## src/rtl/alu_share_arbiter_pkg.sv

```systemverilog
// Shared types and constants for the ALU share arbiter.
package alu_share_arbiter_pkg;

   typedef enum logic [1:0] {
      ST_IDLE = 2'd0,
      ST_EXEC = 2'd1,
      ST_RESP = 2'd2
   } arb_state_e;

   localparam int unsigned SEL_W  = 4;
   localparam int unsigned FLAG_W = 4;

   localparam logic [SEL_W-1:0] ALU_ADD   = 4'd0;
   localparam logic [SEL_W-1:0] ALU_SUB   = 4'd1;
   localparam logic [SEL_W-1:0] ALU_PASSB = 4'd3;
   localparam logic [SEL_W-1:0] ALU_OR    = 4'd4;
   localparam logic [SEL_W-1:0] ALU_AND   = 4'd5;
   localparam logic [SEL_W-1:0] ALU_XOR   = 4'd7;
   localparam logic [SEL_W-1:0] ALU_SRL   = 4'd8;
   localparam logic [SEL_W-1:0] ALU_SLL   = 4'd9;
   localparam logic [SEL_W-1:0] ALU_SRA   = 4'd10;
   localparam logic [SEL_W-1:0] ALU_SLT   = 4'd13;
   localparam logic [SEL_W-1:0] ALU_SLTU  = 4'd15;

   // Bit positions inside the {Z,V,S,C} flag nibble.
   localparam int unsigned FLAG_Z = 3;
   localparam int unsigned FLAG_V = 2;
   localparam int unsigned FLAG_S = 1;
   localparam int unsigned FLAG_C = 0;

endpackage

```

## src/rtl/alu_share_arbiter_rr_pick.sv

```systemverilog
// Combinational round-robin picker: first valid index after `last`, wrapping.
module alu_share_arbiter_rr_pick #(
   parameter int unsigned NREQ = 2,
   parameter int unsigned IDW  = 2
) (
   input  logic [NREQ-1:0] valid,
   input  logic [IDW-1:0]  last,
   output logic [NREQ-1:0] grant,
   output logic [IDW-1:0]  grant_idx,
   output logic            any_valid
);

   logic [2*NREQ-1:0] dbl;
   logic [NREQ-1:0]   rot;

   // Rotate so bit 0 is the requester right after `last`; lowest set bit wins.
   always_comb begin
      dbl       = {valid, valid};
      rot       = NREQ'(dbl >> (32'(last) + 32'd1));
      any_valid = |valid;
      grant_idx = '0;
      for (int i = NREQ - 1; i >= 0; i--) begin
         if (rot[i]) begin
            grant_idx = IDW'((32'(last) + 32'd1 + 32'(i)) % NREQ);
         end
      end
      grant = any_valid ? (NREQ'(1) << grant_idx) : '0;
   end

endmodule

```

## src/rtl/alu_share_arbiter.sv

```systemverilog
// Round-robin sharing of one combinational ALU among NREQ requesters.
// Optional grant locking is built when ALU_ARB_LOCK_EN is defined.
module alu_share_arbiter
   import alu_share_arbiter_pkg::*;
#(
   parameter int unsigned NREQ = 2,
   parameter int unsigned W    = 32,
   parameter int unsigned IDW  = 2
) (
   input  logic                clk,
   input  logic                rst,
   input  logic [NREQ-1:0]     req_valid,
   output logic [NREQ-1:0]     req_ready,
   input  logic [NREQ*W-1:0]   req_a,
   input  logic [NREQ*W-1:0]   req_b,
   input  logic [NREQ*4-1:0]   req_sel,
   input  logic [NREQ-1:0]     req_lock,
   output logic [W-1:0]        alu_a,
   output logic [W-1:0]        alu_b,
   output logic [SEL_W-1:0]    alu_sel,
   input  logic [W-1:0]        alu_out,
   input  logic [FLAG_W-1:0]   alu_flags,
   output logic                rsp_valid,
   input  logic                rsp_ready,
   output logic [IDW-1:0]      rsp_id,
   output logic [W-1:0]        rsp_data,
   output logic [FLAG_W-1:0]   rsp_flags
);

   localparam int unsigned PW = (NREQ > 1) ? $clog2(NREQ) : 1;

   arb_state_e        state_q, state_d;
   logic [IDW-1:0]    last_q, last_d;
   logic [W-1:0]      alu_a_d, alu_b_d, rsp_data_d;
   logic [SEL_W-1:0]  alu_sel_d;
   logic              rsp_valid_d;
   logic [IDW-1:0]    rsp_id_d;
   logic [FLAG_W-1:0] rsp_flags_d;

   logic [W-1:0]      a_arr   [NREQ];
   logic [W-1:0]      b_arr   [NREQ];
   logic [SEL_W-1:0]  sel_arr [NREQ];

   for (genvar i = 0; i < NREQ; i++) begin : g_unpack
      assign a_arr[i]   = req_a[i*W +: W];
      assign b_arr[i]   = req_b[i*W +: W];
      assign sel_arr[i] = req_sel[i*SEL_W +: SEL_W];
   end

   logic [NREQ-1:0] rr_grant;
   logic [IDW-1:0]  rr_idx;
   logic            rr_any;

   alu_share_arbiter_rr_pick #(
      .NREQ (NREQ),
      .IDW  (IDW)
   ) u_rr_pick (
      .valid     (req_valid),
      .last      (last_q),
      .grant     (rr_grant),
      .grant_idx (rr_idx),
      .any_valid (rr_any)
   );

   logic            lock_hit;
   logic            win_any;
   logic [IDW-1:0]  win_idx;
   logic [NREQ-1:0] win_onehot;

`ifdef ALU_ARB_LOCK_EN
   logic lock_q, lock_d;

   assign lock_hit = lock_q & req_valid[PW'(last_q)];

   // Lock follows the winner's req_lock; an idle visit with no winner drops it.
   always_comb begin
      lock_d = lock_q;
      if (state_q == ST_IDLE) begin
         lock_d = win_any ? req_lock[PW'(win_idx)] : 1'b0;
      end
   end

   always_ff @(posedge clk) begin
      if (rst) lock_q <= 1'b0;
      else     lock_q <= lock_d;
   end
`else
   logic unused_lock;
   assign unused_lock = ^req_lock;
   assign lock_hit    = 1'b0;
`endif

   assign win_any    = lock_hit | rr_any;
   assign win_idx    = lock_hit ? last_q : rr_idx;
   assign win_onehot = lock_hit ? (NREQ'(1) << last_q) : rr_grant;

   // Next-state and datapath-capture logic.
   always_comb begin
      state_d     = state_q;
      last_d      = last_q;
      alu_a_d     = alu_a;
      alu_b_d     = alu_b;
      alu_sel_d   = alu_sel;
      rsp_valid_d = rsp_valid;
      rsp_id_d    = rsp_id;
      rsp_data_d  = rsp_data;
      rsp_flags_d = rsp_flags;
      req_ready   = '0;
      case (state_q)
         ST_IDLE: begin
            if (win_any && !rst) begin
               req_ready = win_onehot;
               alu_a_d   = a_arr[PW'(win_idx)];
               alu_b_d   = b_arr[PW'(win_idx)];
               alu_sel_d = sel_arr[PW'(win_idx)];
               rsp_id_d  = win_idx;
               last_d    = win_idx;
               state_d   = ST_EXEC;
            end
         end
         ST_EXEC: begin
            rsp_data_d  = alu_out;
            rsp_flags_d = alu_flags;
            rsp_valid_d = 1'b1;
            state_d     = ST_RESP;
         end
         ST_RESP: begin
            if (rsp_ready) begin
               rsp_valid_d = 1'b0;
               state_d     = ST_IDLE;
            end
         end
         default: state_d = ST_IDLE;
      endcase
   end

   always_ff @(posedge clk) begin
      if (rst) begin
         state_q   <= ST_IDLE;
         last_q    <= IDW'(NREQ - 1);
         alu_a     <= '0;
         alu_b     <= '0;
         alu_sel   <= ALU_PASSB;
         rsp_valid <= 1'b0;
         rsp_id    <= '0;
         rsp_data  <= '0;
         rsp_flags <= '0;
      end else begin
         state_q   <= state_d;
         last_q    <= last_d;
         alu_a     <= alu_a_d;
         alu_b     <= alu_b_d;
         alu_sel   <= alu_sel_d;
         rsp_valid <= rsp_valid_d;
         rsp_id    <= rsp_id_d;
         rsp_data  <= rsp_data_d;
         rsp_flags <= rsp_flags_d;
      end
   end

endmodule

```

## config.mk

```make
export PLATFORM = sky130hd
export DESIGN_NAME = alu_share_arbiter
export DESIGN_NICKNAME = d
export VERILOG_FILES = /design/src/rtl/alu_share_arbiter_pkg.sv /design/src/rtl/alu_share_arbiter_rr_pick.sv /design/src/rtl/alu_share_arbiter.sv
export SDC_FILE = /design/constraint.sdc
export NUM_CORES = 1
export LEC_CHECK = 0
export ABC_AREA = 1
export CELL_PAD_IN_SITES_DETAIL_PLACEMENT = 0
export CELL_PAD_IN_SITES_GLOBAL_PLACEMENT = 1
export CORE_MARGIN = 2
export CORE_UTILIZATION = 28
export CTS_BUF_LIST = sky130_fd_sc_hd__clkbuf_2 sky130_fd_sc_hd__clkbuf_4 sky130_fd_sc_hd__clkbuf_8
export CTS_CLUSTER_DIAMETER = 50
export DETAILED_ROUTE_END_ITERATION = 6
export GPL_ROUTABILITY_DRIVEN = 0
export PLACE_DENSITY = 0.95
export SYNTH_ARGS = -nofsm -noshare
export SYNTH_HDL_FRONTEND = slang
export SYNTH_HIERARCHICAL = 1
export SYNTH_SLANG_ARGS = --single-unit
```

## constraint.sdc

```tcl
create_clock -name clk -period 2.8 [get_ports clk]
set_input_delay 0.7 -clock clk [delete_from_list [all_inputs] [get_ports clk]]
set_output_delay 0.7 -clock clk [all_outputs]
set_load 0.05 [all_outputs]
```

==> results by group, run 1 <==
Final layout
  – N_diodes: 0
  – Register area: between 0.002 and 0.0025 sq mm
  – # fillers: around 1800
  – Final Util: 0.4654
  – Share of cells above drive strength 1: 0.03083
  – Nets@finish: between 1000 and 1500
  – Design Area, Final: 0.008417 sq mm
  – Area Overhead vs Synth: 61.98%
  – Multi-input combinational cell area: around 0.0022 sq mm

Global route
  – Vias in the first global route: 4814
  – Largest net degree at the start of global routing: 83
  – Global-route wire length before repair: 24.08 mm
  – Initial antenna violation count: 0
  – Aggregate global routing overflow: 0
  – Global Route Usage Sum: 0.1515

Worst setup path
  – Critical Path AT: ~2.0 ns
  – Worst Path Max Fanout: 4
  – Startpoint types: primary input
  – Setup crit end kind: output pin
  – Setup Crit Path Kind: in -> out
  – Worst endpoint required time: around 2.1 ns

Floorplanning
  – Starting Density: 0.2873
  – Die height: roughly 140 um
  – Die area: approximately 0.020 sq mm
  – Cell Rows: 49
  – Die W: between 100 and 150 um
  – IO Count: 288
  – Core ar.: about 0.018 sq mm

Power
  – Switching Share: 0.3802
  – Logic gate share of total power: 0.386
  – Clock Power Share: 0.221
  – Pwr Density: roughly 550 mW/mm^2
  – Internal power: 2.863 mW
  – Total leakage power: 3.931 nW
  – Switching pwr: about 1.8 mW
  – Overall power: around 4.6 mW
  – Flop pwr share: 0.394
  – Peak supply drop: between 0.3 and 0.4 mV

Clocking
  – Clk root buf: clkbuf_8
  – Max Root-Sink Buffers: 2
  – Clk slew on worst S/H paths: about 0.1 ns
  – CTS Buf Count: 9
  – Total clock sinks: 110
  – Post-CTS Repair Setup Buffers: 0
  – Clk_lat worst skew: 0.38 ns
  – H-Tree Depth: 3
  – TritonCTS clock tree: done
  – Cts hold-fix bufs: 0

Timing
  – Final hold vios: 0
  – RSZ-0062 raised after global routing: no
  – Clock skew: about 0.013 ns
  – WHS: between 0.4 and 0.5 ns
  – Slew HR: 0.5828
  – Final Slew Violations: 0
  – Final setup fails: 0
  – Worst-margin pin slew: 0.6249 ns
  – FMAX: ~0.38 GHz
  – Final setup TNS: 0 ns
  – Final min period: 2.661 ns
  – Period utilization: 0.9502

Route
  – Avg WL per Cell: about 12 um
  – Drt initial violations: between 150 and 200
  – Initial DRT Pass Iterations: 4
  – Vias per cell: roughly 4.1
  – DRT Wirelength: between 15 and 20 mm
  – ANT nets after route: 0
  – # DRC: 0
  – Vias: around 5500

Yosys
  – Synth unique cells: 16
  – Post-synthesis cell count: ~840
  – Total number of yosys warnings: 6
  – Sequential element share of the synthesized area: 0.4238
  – FF+latch count, synth: between 100 and 150
  – Mean Syn Cell Area: 6.164 sq um
  – Synth Cell Area: approximately 0.0052 sq mm
  – Syn_nets: ~1000

Run status
  – Status: finished clean

Placement
  – Dpl cell area: around 0.0082 sq mm
  – Post-DP HPWL: 11.36 mm
  – Buffers on Ports: about 290

Hold path
  – Hold Crit Class: reg -> reg

Flow run
  – Max Cap Viol: 0
area by class of cell:
class                      count  area share
clock inverter                 6    0.009068
multi-input combinational    541      0.2610
timing repair buffer         294      0.3553
sequential                   110      0.2616
inverter                     142     0.06333
tap                          229     0.03404
clock buffer                  10     0.01561
worst max-delay path, stage by stage:
cell and delay, ns:
clkdlybuf4s50_1 0.52, nor2_1 0.07, inv_1 0.05, inv_1 0.04, nor2_2 0.13, nand2_4 0.07, nor2_1 0.20, buf_12 0.17
cell families (layout without fill, tap and decap cells):
kind of cell	count (synthesis)	after routing	synth area share
other	1	1	0.0007217
DFF	110	110	0.4238
buffers and inverters	192	452	0.1563
and+or+nand+nor	431	431	0.3135
AOI/OAI and AO/OA	109	109	0.1057
metrics by stage:
step	instances	worst slack, ns
final	1332	0.1395
after global routing	1332	0.01232
after CTS	1332	0.07278
after detailed placement	1316	0.08116
after global placement	1316	0.1039
after floorplan	843	0.1262
state kept, by name (all words and copies together), names as in the netlist:
name and count:
alu_b 32, rsp_id 2, rsp_data 32, alu_a 32, last_q 1, rsp_flags 4
alu_sel 4, state_q 2, rsp_valid 1
metal layers:
layer | share of wire | up-vias | global-route usage
met5 | 0 | - | 0
met2 | 0.48 | 158 | 0.2570
met1 | 0.42 | 2351 | 0.1770
li1 | - | 2974 | -
met4 | 0.013 | 0 | 0.03615
met3 | 0.090 | 13 | 0.06530
worst paths after layout:
path | startpoint | end | slack [ns] | depth (start not counted)
setup / recovery | req_valid[1] | req_ready[0] | 0.14 | 8
setup reg to reg | state_q[1]$_SDFFE_PP0P_ | alu_sel[0]$_SDFFE_PP1P_ | 1.15 | 7
hold reg to reg | rsp_id[0]$_SDFFE_PP0P_ | rsp_id[0]$_SDFFE_PP0P_ | 0.48 | 2
hold / removal | rsp_id[0]$_SDFFE_PP0P_ | rsp_id[0]$_SDFFE_PP0P_ | 0.48 | 2
cell usage in the layout (no fill, tap or decap), drive strengths merged:
| cell | instances |
|---|---|
| nand3 | 5 |
| clkinv | 2 |
| buf | 11 |
| bufinv | 1 |
| nand2 | 212 |
| conb | 1 |
| o21ai | 106 |
| a21oi | 3 |
| clkdlybuf4s50 | 283 |
| inv | 145 |
| and2 | 2 |
| clkbuf | 10 |
| nor2 | 212 |
| dfxtp | 110 |
power groups by stage:
stage	sequential, mW	clock, mW	combinational (mW)
final	1.82	1.02	1.78
after global routing	1.84	1.14	1.93
after CTS	1.82	1.08	1.80
after detailed placement	1.85	0	1.80
after global placement	1.85	0	1.79
after floorplan	2.42	0	0.530
synthesized netlist by cell type:
cell type	count	area, sq um
buf_2	19	95.09
and2_1	2	12.51
o21ai_0	104	520.5
buf_4	10	75.07
conb_1	1	3.750
nand2_1	212	795.8
inv_1	140	525.5
inv_2	2	7.510
buf_6	4	45.04
nor2_1	212	795.8
o21ai_2	1	8.760
o21ai_1	1	5.000
a21oi_1	3	15.01
dfxtp_1	110	2202
nand3_1	5	25.02
clkbuf_1	17	63.81
what timing repair did:
action | 4_1_cts | 5_1_grt
endpoints found under the hold margin | 0 | 0
endpoints found under the setup margin | 0 | 2
resized for setup | 0 | 1
(Power assumes the default switching activity.)
==> run 2: changes to the inputs <==
--- a/config.mk
+++ b/config.mk
@@ -6,6 +6,7 @@
 export NUM_CORES = 1
 export LEC_CHECK = 0
 export ABC_AREA = 1
+export ABC_CLOCK_PERIOD_IN_PS = 2800
 export CELL_PAD_IN_SITES_DETAIL_PLACEMENT = 0
 export CELL_PAD_IN_SITES_GLOBAL_PLACEMENT = 1
 export CORE_MARGIN = 2
==> results of run 2 <==
No change in the layout: final DEF, timing and power equal those of run 1.
==> run 3: changes to the inputs <==
--- a/config.mk
+++ b/config.mk
@@ -7,6 +7,7 @@
 export LEC_CHECK = 0
 export ABC_AREA = 1
 export ABC_CLOCK_PERIOD_IN_PS = 2800
+export CAP_MARGIN = 20
 export CELL_PAD_IN_SITES_DETAIL_PLACEMENT = 0
 export CELL_PAD_IN_SITES_GLOBAL_PLACEMENT = 1
 export CORE_MARGIN = 2
==> results of run 3 <==
No change in the layout: final DEF, timing and power equal those of run 1.
